### config.mk
export PLATFORM = sky130hd
export DESIGN_NAME = bus_sequencer_flat
export DESIGN_NICKNAME = d
export VERILOG_FILES = /design/src/rtl/bus_sequencer_if.sv /design/src/rtl/bus_sequencer.sv /design/src/flat_wrapper.sv
export SDC_FILE = /design/constraint.sdc
export NUM_CORES = 1
export LEC_CHECK = 0
export CAP_MARGIN = 20
export CORE_ASPECT_RATIO = 0.9
export CORE_UTILIZATION = 42
export DETAILED_ROUTE_END_ITERATION = 6
export PLACE_DENSITY_LB_ADDON = 0.12
export RECOVER_POWER = 25
export SLEW_MARGIN = 20
export SYNTH_ARGS = -nofsm -noshare
export SYNTH_HDL_FRONTEND = slang
export SYNTH_SLANG_ARGS = --single-unit
### constraint.sdc
create_clock -name CLOCK -period 1.7 [get_ports CLOCK]
set_input_delay 0.17 -clock CLOCK [delete_from_list [all_inputs] [get_ports CLOCK]]
set_output_delay 0.17 -clock CLOCK [all_outputs]
set_load 0.02 [all_outputs]
### src/rtl/bus_sequencer_if.sv
// Shared-bus sequencer handshake and register-control signal bundle.
// The master side issues requests and drives the bus tap; the slave side is the sequencer.
interface bus_sequencer_if #(
  parameter int unsigned NUM_REGS  = 8,
  parameter int unsigned BUS_WIDTH = 16,
  parameter int unsigned SEL_W     = 3
);
  logic                 REQ;
  logic [1:0]           OP;
  logic [SEL_W-1:0]     SRC_SEL;
  logic [SEL_W-1:0]     DST_SEL;
  logic [BUS_WIDTH-1:0] DATA;
  logic [NUM_REGS-1:0]  REG_ENABLE;
  logic [NUM_REGS-1:0]  REG_RW;
  logic [NUM_REGS-1:0]  REG_COUNT;
  logic [NUM_REGS-1:0]  REG_CLR;
  logic                 READY;
  logic                 DONE;
  logic                 ERR;
  logic [BUS_WIDTH-1:0] LAST_DATA;

  modport master (
    output REQ, OP, SRC_SEL, DST_SEL, DATA,
    input  REG_ENABLE, REG_RW, REG_COUNT, REG_CLR, READY, DONE, ERR, LAST_DATA
  );

  modport slave (
    input  REQ, OP, SRC_SEL, DST_SEL, DATA,
    output REG_ENABLE, REG_RW, REG_COUNT, REG_CLR, READY, DONE, ERR, LAST_DATA
  );
endinterface

### src/rtl/bus_sequencer.sv
// Sequences MOVE / INC / CLR operations over a shared register bus.
// Every output is a flop loaded with the value belonging to the next state.
module bus_sequencer #(
  parameter int unsigned NUM_REGS  = 8,
  parameter int unsigned BUS_WIDTH = 16,
  parameter int unsigned SEL_W     = 3
) (
  input logic                 CLOCK,
  input logic                 RESET_N,
  bus_sequencer_if.slave      bus
);

  localparam logic [1:0] OpMove = 2'b00;
  localparam logic [1:0] OpInc  = 2'b01;
  localparam logic [1:0] OpRsvd = 2'b11;

  typedef enum logic [2:0] {
    StIdle,
    StDrive,
    StLatch,
    StRelease,
    StStrobe,
    StFault
  } state_e;

  state_e               state_q, state_d;
  logic [SEL_W-1:0]     src_q, src_d;
  logic [SEL_W-1:0]     dst_q, dst_d;
  logic [1:0]           op_q, op_d;

  logic [NUM_REGS-1:0]  en_q, en_d;
  logic [NUM_REGS-1:0]  rw_q, rw_d;
  logic [NUM_REGS-1:0]  cnt_q, cnt_d;
  logic [NUM_REGS-1:0]  clr_q, clr_d;
  logic                 ready_q, ready_d;
  logic                 done_q, done_d;
  logic                 err_q, err_d;
  logic [BUS_WIDTH-1:0] last_q;

  logic                 req_valid;
  logic [NUM_REGS-1:0]  src_oh, dst_oh;

  always_comb begin
    req_valid = (bus.OP != OpRsvd) && (32'(bus.DST_SEL) < NUM_REGS);
    if (bus.OP == OpMove) begin
      req_valid = req_valid && (32'(bus.SRC_SEL) < NUM_REGS) && (bus.SRC_SEL != bus.DST_SEL);
    end
  end

  always_comb begin
    state_d = state_q;
    src_d   = src_q;
    dst_d   = dst_q;
    op_d    = op_q;
    unique case (state_q)
      StIdle: begin
        if (bus.REQ) begin
          src_d = bus.SRC_SEL;
          dst_d = bus.DST_SEL;
          op_d  = bus.OP;
          if (!req_valid)             state_d = StFault;
          else if (bus.OP == OpMove)  state_d = StDrive;
          else                        state_d = StStrobe;
        end
      end
      StDrive:   state_d = StLatch;
      StLatch:   state_d = StRelease;
      StStrobe:  state_d = StRelease;
      StRelease: state_d = StIdle;
      StFault:   state_d = StIdle;
      default:   state_d = StIdle;
    endcase
  end

  // Output values for the state being entered, so the flops present them with no input path.
  always_comb begin
    src_oh  = NUM_REGS'(1) << src_d;
    dst_oh  = NUM_REGS'(1) << dst_d;
    en_d    = '0;
    rw_d    = '1;
    cnt_d   = '0;
    clr_d   = '0;
    ready_d = 1'b0;
    done_d  = 1'b0;
    err_d   = 1'b0;
    unique case (state_d)
      StIdle:    ready_d = 1'b1;
      StDrive:   en_d    = src_oh;
      StLatch: begin
        en_d = src_oh | dst_oh;
        rw_d = ~dst_oh;
      end
      StRelease: done_d  = 1'b1;
      StStrobe: begin
        if (op_d == OpInc) cnt_d = dst_oh;
        else               clr_d = dst_oh;
      end
      StFault:   err_d   = 1'b1;
      default:   ready_d = 1'b0;
    endcase
  end

  always_ff @(posedge CLOCK or negedge RESET_N) begin
    if (!RESET_N) begin
      state_q <= StIdle;
      src_q   <= '0;
      dst_q   <= '0;
      op_q    <= '0;
      en_q    <= '0;
      rw_q    <= '1;
      cnt_q   <= '0;
      clr_q   <= '0;
      ready_q <= 1'b1;
      done_q  <= 1'b0;
      err_q   <= 1'b0;
      last_q  <= '0;
    end else begin
      state_q <= state_d;
      src_q   <= src_d;
      dst_q   <= dst_d;
      op_q    <= op_d;
      en_q    <= en_d;
      rw_q    <= rw_d;
      cnt_q   <= cnt_d;
      clr_q   <= clr_d;
      ready_q <= ready_d;
      done_q  <= done_d;
      err_q   <= err_d;
      if (state_q == StLatch) last_q <= bus.DATA;
    end
  end

  assign bus.REG_ENABLE = en_q;
  assign bus.REG_RW     = rw_q;
  assign bus.REG_COUNT  = cnt_q;
  assign bus.REG_CLR    = clr_q;
  assign bus.READY      = ready_q;
  assign bus.DONE       = done_q;
  assign bus.ERR        = err_q;
  assign bus.LAST_DATA  = last_q;

endmodule

### src/flat_wrapper.sv
// flat-port wrapper written by rule: the top's interface ports become plain ports
module bus_sequencer_flat 
#(
  parameter int unsigned NUM_REGS  = 8,
  parameter int unsigned BUS_WIDTH = 16,
  parameter int unsigned SEL_W     = 3
)
  (CLOCK, RESET_N, bus_REQ, bus_OP, bus_SRC_SEL, bus_DST_SEL, bus_DATA, bus_REG_ENABLE, bus_REG_RW, bus_REG_COUNT, bus_REG_CLR, bus_READY, bus_DONE, bus_ERR, bus_LAST_DATA);
  bus_sequencer_if #(.NUM_REGS(NUM_REGS), .BUS_WIDTH(BUS_WIDTH), .SEL_W(SEL_W)) bus_i ();
  input logic CLOCK;
  input logic RESET_N;
  input wire logic [$bits(bus_i.REQ)-1:0] bus_REQ;
  input wire logic [$bits(bus_i.OP)-1:0] bus_OP;
  input wire logic [$bits(bus_i.SRC_SEL)-1:0] bus_SRC_SEL;
  input wire logic [$bits(bus_i.DST_SEL)-1:0] bus_DST_SEL;
  input wire logic [$bits(bus_i.DATA)-1:0] bus_DATA;
  output wire logic [$bits(bus_i.REG_ENABLE)-1:0] bus_REG_ENABLE;
  output wire logic [$bits(bus_i.REG_RW)-1:0] bus_REG_RW;
  output wire logic [$bits(bus_i.REG_COUNT)-1:0] bus_REG_COUNT;
  output wire logic [$bits(bus_i.REG_CLR)-1:0] bus_REG_CLR;
  output wire logic [$bits(bus_i.READY)-1:0] bus_READY;
  output wire logic [$bits(bus_i.DONE)-1:0] bus_DONE;
  output wire logic [$bits(bus_i.ERR)-1:0] bus_ERR;
  output wire logic [$bits(bus_i.LAST_DATA)-1:0] bus_LAST_DATA;
  assign bus_i.REQ = bus_REQ;
  assign bus_i.OP = bus_OP;
  assign bus_i.SRC_SEL = bus_SRC_SEL;
  assign bus_i.DST_SEL = bus_DST_SEL;
  assign bus_i.DATA = bus_DATA;
  assign bus_REG_ENABLE = bus_i.REG_ENABLE;
  assign bus_REG_RW = bus_i.REG_RW;
  assign bus_REG_COUNT = bus_i.REG_COUNT;
  assign bus_REG_CLR = bus_i.REG_CLR;
  assign bus_READY = bus_i.READY;
  assign bus_DONE = bus_i.DONE;
  assign bus_ERR = bus_i.ERR;
  assign bus_LAST_DATA = bus_i.LAST_DATA;
  bus_sequencer #(.NUM_REGS(NUM_REGS), .BUS_WIDTH(BUS_WIDTH), .SEL_W(SEL_W)) u_core (.CLOCK(CLOCK), .RESET_N(RESET_N), .bus(bus_i));
endmodule
==> impl_results.md <==
* Cell Int Power at around 4.3 mW
* Vias per cell at approximately 5
* Layout area overhead at 60.0%
* Mapped Avg Cell Area at approximately 13 µm²
* MaxCap Viol Count at 0
* Seq. cell area at ~0.0015 mm²
* Min setup slack post-route at -0.100 ns
* Post-Syn Nets at approximately 230
* CTS tree: built
* Grt total ovfl at 0
* GR Util All Layers at a little over 20%
* Startpoint Class: flip-flop
* CP Class: flip-flop to flip-flop
* H-tree level count at 3
* Setup tns final at -0.875 ns
* Achievable Freq at about 560 MHz
* Clock Sinks at 60
* RSZ-0062 raised after global routing: true
* DIE HEIGHT at around 75 µm
* CP max-delay cell: or4b_4
* Crit path required time at ~1.9 ns
* Routed via count at approximately 2000
* Final WL at 5900 µm
* Clock Latency Late Sink at between 0.3 and 0.4 ns
* Port bufs at 77
* WP depth at 5
* Placer Congestion at around 0.77
* Comb power frac at about half
* Setup Slack @ Placement at -0.262 ns
* Crit path max fanout at 6
* Cell area power density at 1660 mW/mm²
* Final setup viols at 21
* Final Power at ~6.6 mW
* DRT antenna net count at 0
* CP arrival at approximately 2 ns
* RR Startpoint: u_core.state_q[1]$_DFF_PN0_
* Worst clock skew at roughly 0.0085 ns
* Starting Density at a little over two fifths
* Worst setup path startpoint: u_core.state_q[1]$_DFF_PN0_
* Crit-path cells: buf_4 -> or4b_4 -> nor3b_2 -> o21ai_1 -> o21ai_1
* DRC viols at 0
* Fill count at around 400
* CP Buf/Inv Count at 1
* Io pins at 78
* Largest net degree at the start of global routing at 43
* Worst Reg-to-Reg Cells at 5
* Layout cells sized above 1 at 34.8%
* Sequential share of the synthesized area at approximately three fifths
* Die area at roughly 0.0063 mm²
* Top delay family on crit path: simple AND/OR/NAND/NOR gates
* TritonRoute pass-1 iters at 4
* Clock Power Share at between 10% and 20%
* Dpl hpwl at 4170 µm
* Minimum clock period at 1.80 ns
* VDD IR-drop max at ~1.0 mV
* Status: complete, but fails checks
* Final net count at about 350
* Share of the synthesized area in the top cell type at roughly 51%
* Critical Path Sink: u_core.bus.REG_ENABLE[3]$_DFF_PN0_
* Net Switching at about 2.4 mW
* Crit. End Element: flip-flop
* CTS buffer count at 9
* Fin crit share at 106%
* Post-synth cell types at 42
* Final hold violation count at 0
* Sw frac at 35.7%
* Flop2flop setup slack at -0.10 ns
* Clock-pin slew of the registers on the worst-case setup and hold paths at 0.07 ns
* Core Rows at 26
* Sequential share of power at 32.4%
* Tightest Pin Transition at around 1.1 ns
* Worst hold path class: primary input to flip-flop
* Crit path top cell by count: o21ai_1
* Reg2reg end: u_core.bus.REG_ENABLE[3]$_DFF_PN0_
* Vias in the first global route at a little under 2000
* Slew Limit Headroom at approximately 29%
* Yosys warns at 0
* Post-Synthesis Cells at just under 200
* Die width at roughly 83 µm
* Detailed Route Iter0 Violations at 80
* Area of the multi-input gates at about 0.0011 mm²
* Antenna Diode Count at 0
* Core area at roughly 0.0057 mm²
* Cell Area, Synth at around 0.0025 mm²
* Global-route wire length before repair at ~9600 µm
* Static Leakage at 1.70 nW
* Post-synth top area cell: dfrtp_1
* Fin. max-slew vios at 0
* Synth Register Bits at 60
* Root Driver: clkbuf_8
* CP peak stage delay at between 0.5 and 0.6 ns
* Max Buffers Root-to-Sink at 2
* Largest cells by area after synthesis: dfrtp_1 (51%), dfstp_2 (9.5%), mux2_2 (8.1%)
* Initial antenna violation count at 0
* Failing checks: negative setup slack
* Min Hold Slack at around 0.45 ns
* Wire per inst at approximately 15 µm
==> power by group through the flow <==
stage | sequential (mW) | clock (mW) | combinational, mW
5_1_grt | 2.22 | 1.25 | 3.54
3_5_place_dp | 2.16 | 0 | 2.94
3_3_place_gp | 2.14 | 0 | 2.91
2_1_floorplan | 2.49 | 0 | 1.32
4_1_cts | 2.16 | 1.19 | 3.19
6_report | 2.15 | 1.16 | 3.32
==> Yosys cell counts <==
| library cell | instances |
|---|---|
| and2_1 | 1 |
| or3_1 | 1 |
| nand2b_2 | 2 |
| dfrtp_1 | 51 |
| buf_6 | 3 |
| or2_1 | 4 |
| buf_2 | 3 |
| o211ai_1 | 1 |
| nor2_1 | 18 |
| clkbuf_1 | 1 |
| ha_1 | 2 |
| and3b_1 | 1 |
| xnor2_1 | 1 |
| mux2i_2 | 1 |
| xor2_1 | 3 |
| nand3b_1 | 1 |
| nand3_1 | 3 |
| or4b_4 | 1 |
| o21ai_0 | 9 |
| nor3_1 | 6 |
| o21a_1 | 1 |
| buf_4 | 1 |
| nand4bb_1 | 1 |
| nand2_1 | 16 |
| and3_1 | 2 |
| o21ai_1 | 2 |
| nor4b_4 | 1 |
| a21o_1 | 1 |
| mux2i_1 | 1 |
| o22ai_1 | 4 |
| nand4_1 | 5 |
| nor3b_1 | 5 |
| nor3b_2 | 2 |
| mux2i_4 | 2 |
| inv_1 | 3 |
| o31ai_1 | 1 |
| o22a_1 | 1 |
| mux2_2 | 18 |
| dfstp_2 | 9 |
| nor2b_1 | 3 |
| nand2b_1 | 6 |
| a2bb2oi_1 | 1 |
==> cells in the final DEF (no fill, tap or decap), types with 4 or more instances in the layout <==
cell type / count
nand2b_1: 6
nor2_2: 4
clkbuf_8: 11
buf_6: 9
nand2_1: 16
o21ai_1: 6
nand4_1: 5
dfrtp_1: 48
nor3b_1: 4
mux2i_4: 4
or2_1: 4
buf_4: 32
nor3_1: 5
nor2_1: 12
dfstp_2: 9
mux2_2: 16
clkdlybuf4s50_1: 76
==> worst min-delay path by stage <==
stage,start,to,cells after the start
floorplan,RESET_N,u_core.bus.DONE$_DFF_PN0_,0
global placement,RESET_N,u_core.bus.LAST_DATA[8]$_DFFE_PN0N_,1
detailed placement,RESET_N,u_core.bus.LAST_DATA[5]$_DFFE_PN0N_,1
CTS,RESET_N,u_core.bus.DONE$_DFF_PN0_,2
global route,bus_DATA[0],u_core.bus.LAST_DATA[0]$_DFFE_PN0N_,2
finish,bus_DATA[9],u_core.bus.LAST_DATA[9]$_DFFE_PN0N_,2
==> state kept, by name (all words and copies together) (netlist names) <==
register / cells
u_core.bus.REG_ENABLE: 8
u_core.bus.READY: 1
u_core.bus.LAST_DATA: 16
u_core.dst_q: 3
u_core.state_q: 3
u_core.bus.REG_CLR: 8
u_core.bus.ERR: 1
u_core.src_q: 3
u_core.bus.REG_COUNT: 8
u_core.bus.DONE: 1
u_core.bus.REG_RW: 8
==> per-stage QoR <==
| step | cells | cell area, µm² | utilization, % |
|---|---|---|---|
| floorplan | 199 | 2540 | - |
| CTS | 395 | 3930 | 68.9 |
| detailed placement | 373 | 3600 | 63.3 |
| global placement | 373 | 3600 | 63.3 |
| finish | 398 | 4000 | 70.2 |
| global route | 398 | 4000 | 70.2 |
==> area by class of cell <==
type,instances,share of cell area (%)
timing repair buffer,120,28.4
clock buffer,12,3.88
clock inverter,4,0.626
multi-input combinational,129,26.7
inverter,3,0.282
sequential,60,37.9
tap,70,2.19
==> kinds of logic after synthesis <==
kind of cell | Yosys count | synth area share [%]
xor+xnor | 4 | 1.40
fa+ha+maj | 2 | 1.00
buf+inv | 11 | 2.85
mux | 22 | 10.9
flops | 60 | 60.5
simple gates | 79 | 18.2
compound gates | 21 | 5.11
==> timing repair <==
item                                    4_1_cts  5_1_grt
endpoints found under the hold margin        17        0
cloned                                        1        0
buffers inserted                              5        3
endpoints found under the setup margin       32       34
resized for setup                            24       13
hold buffers                                  1        0
pin swaps                                    12        6
==> layer usage <==
metal  GRT usage, %  vias up  part of all wire, %
met3           4.50       13                  5.2
met5              0        -                    0
met2           31.4       63                   46
li1               -      955                    -
met1           28.1      964                   46
met4           10.7        0                  2.5
No activity file was read; power rests on OpenSTA's default activity.
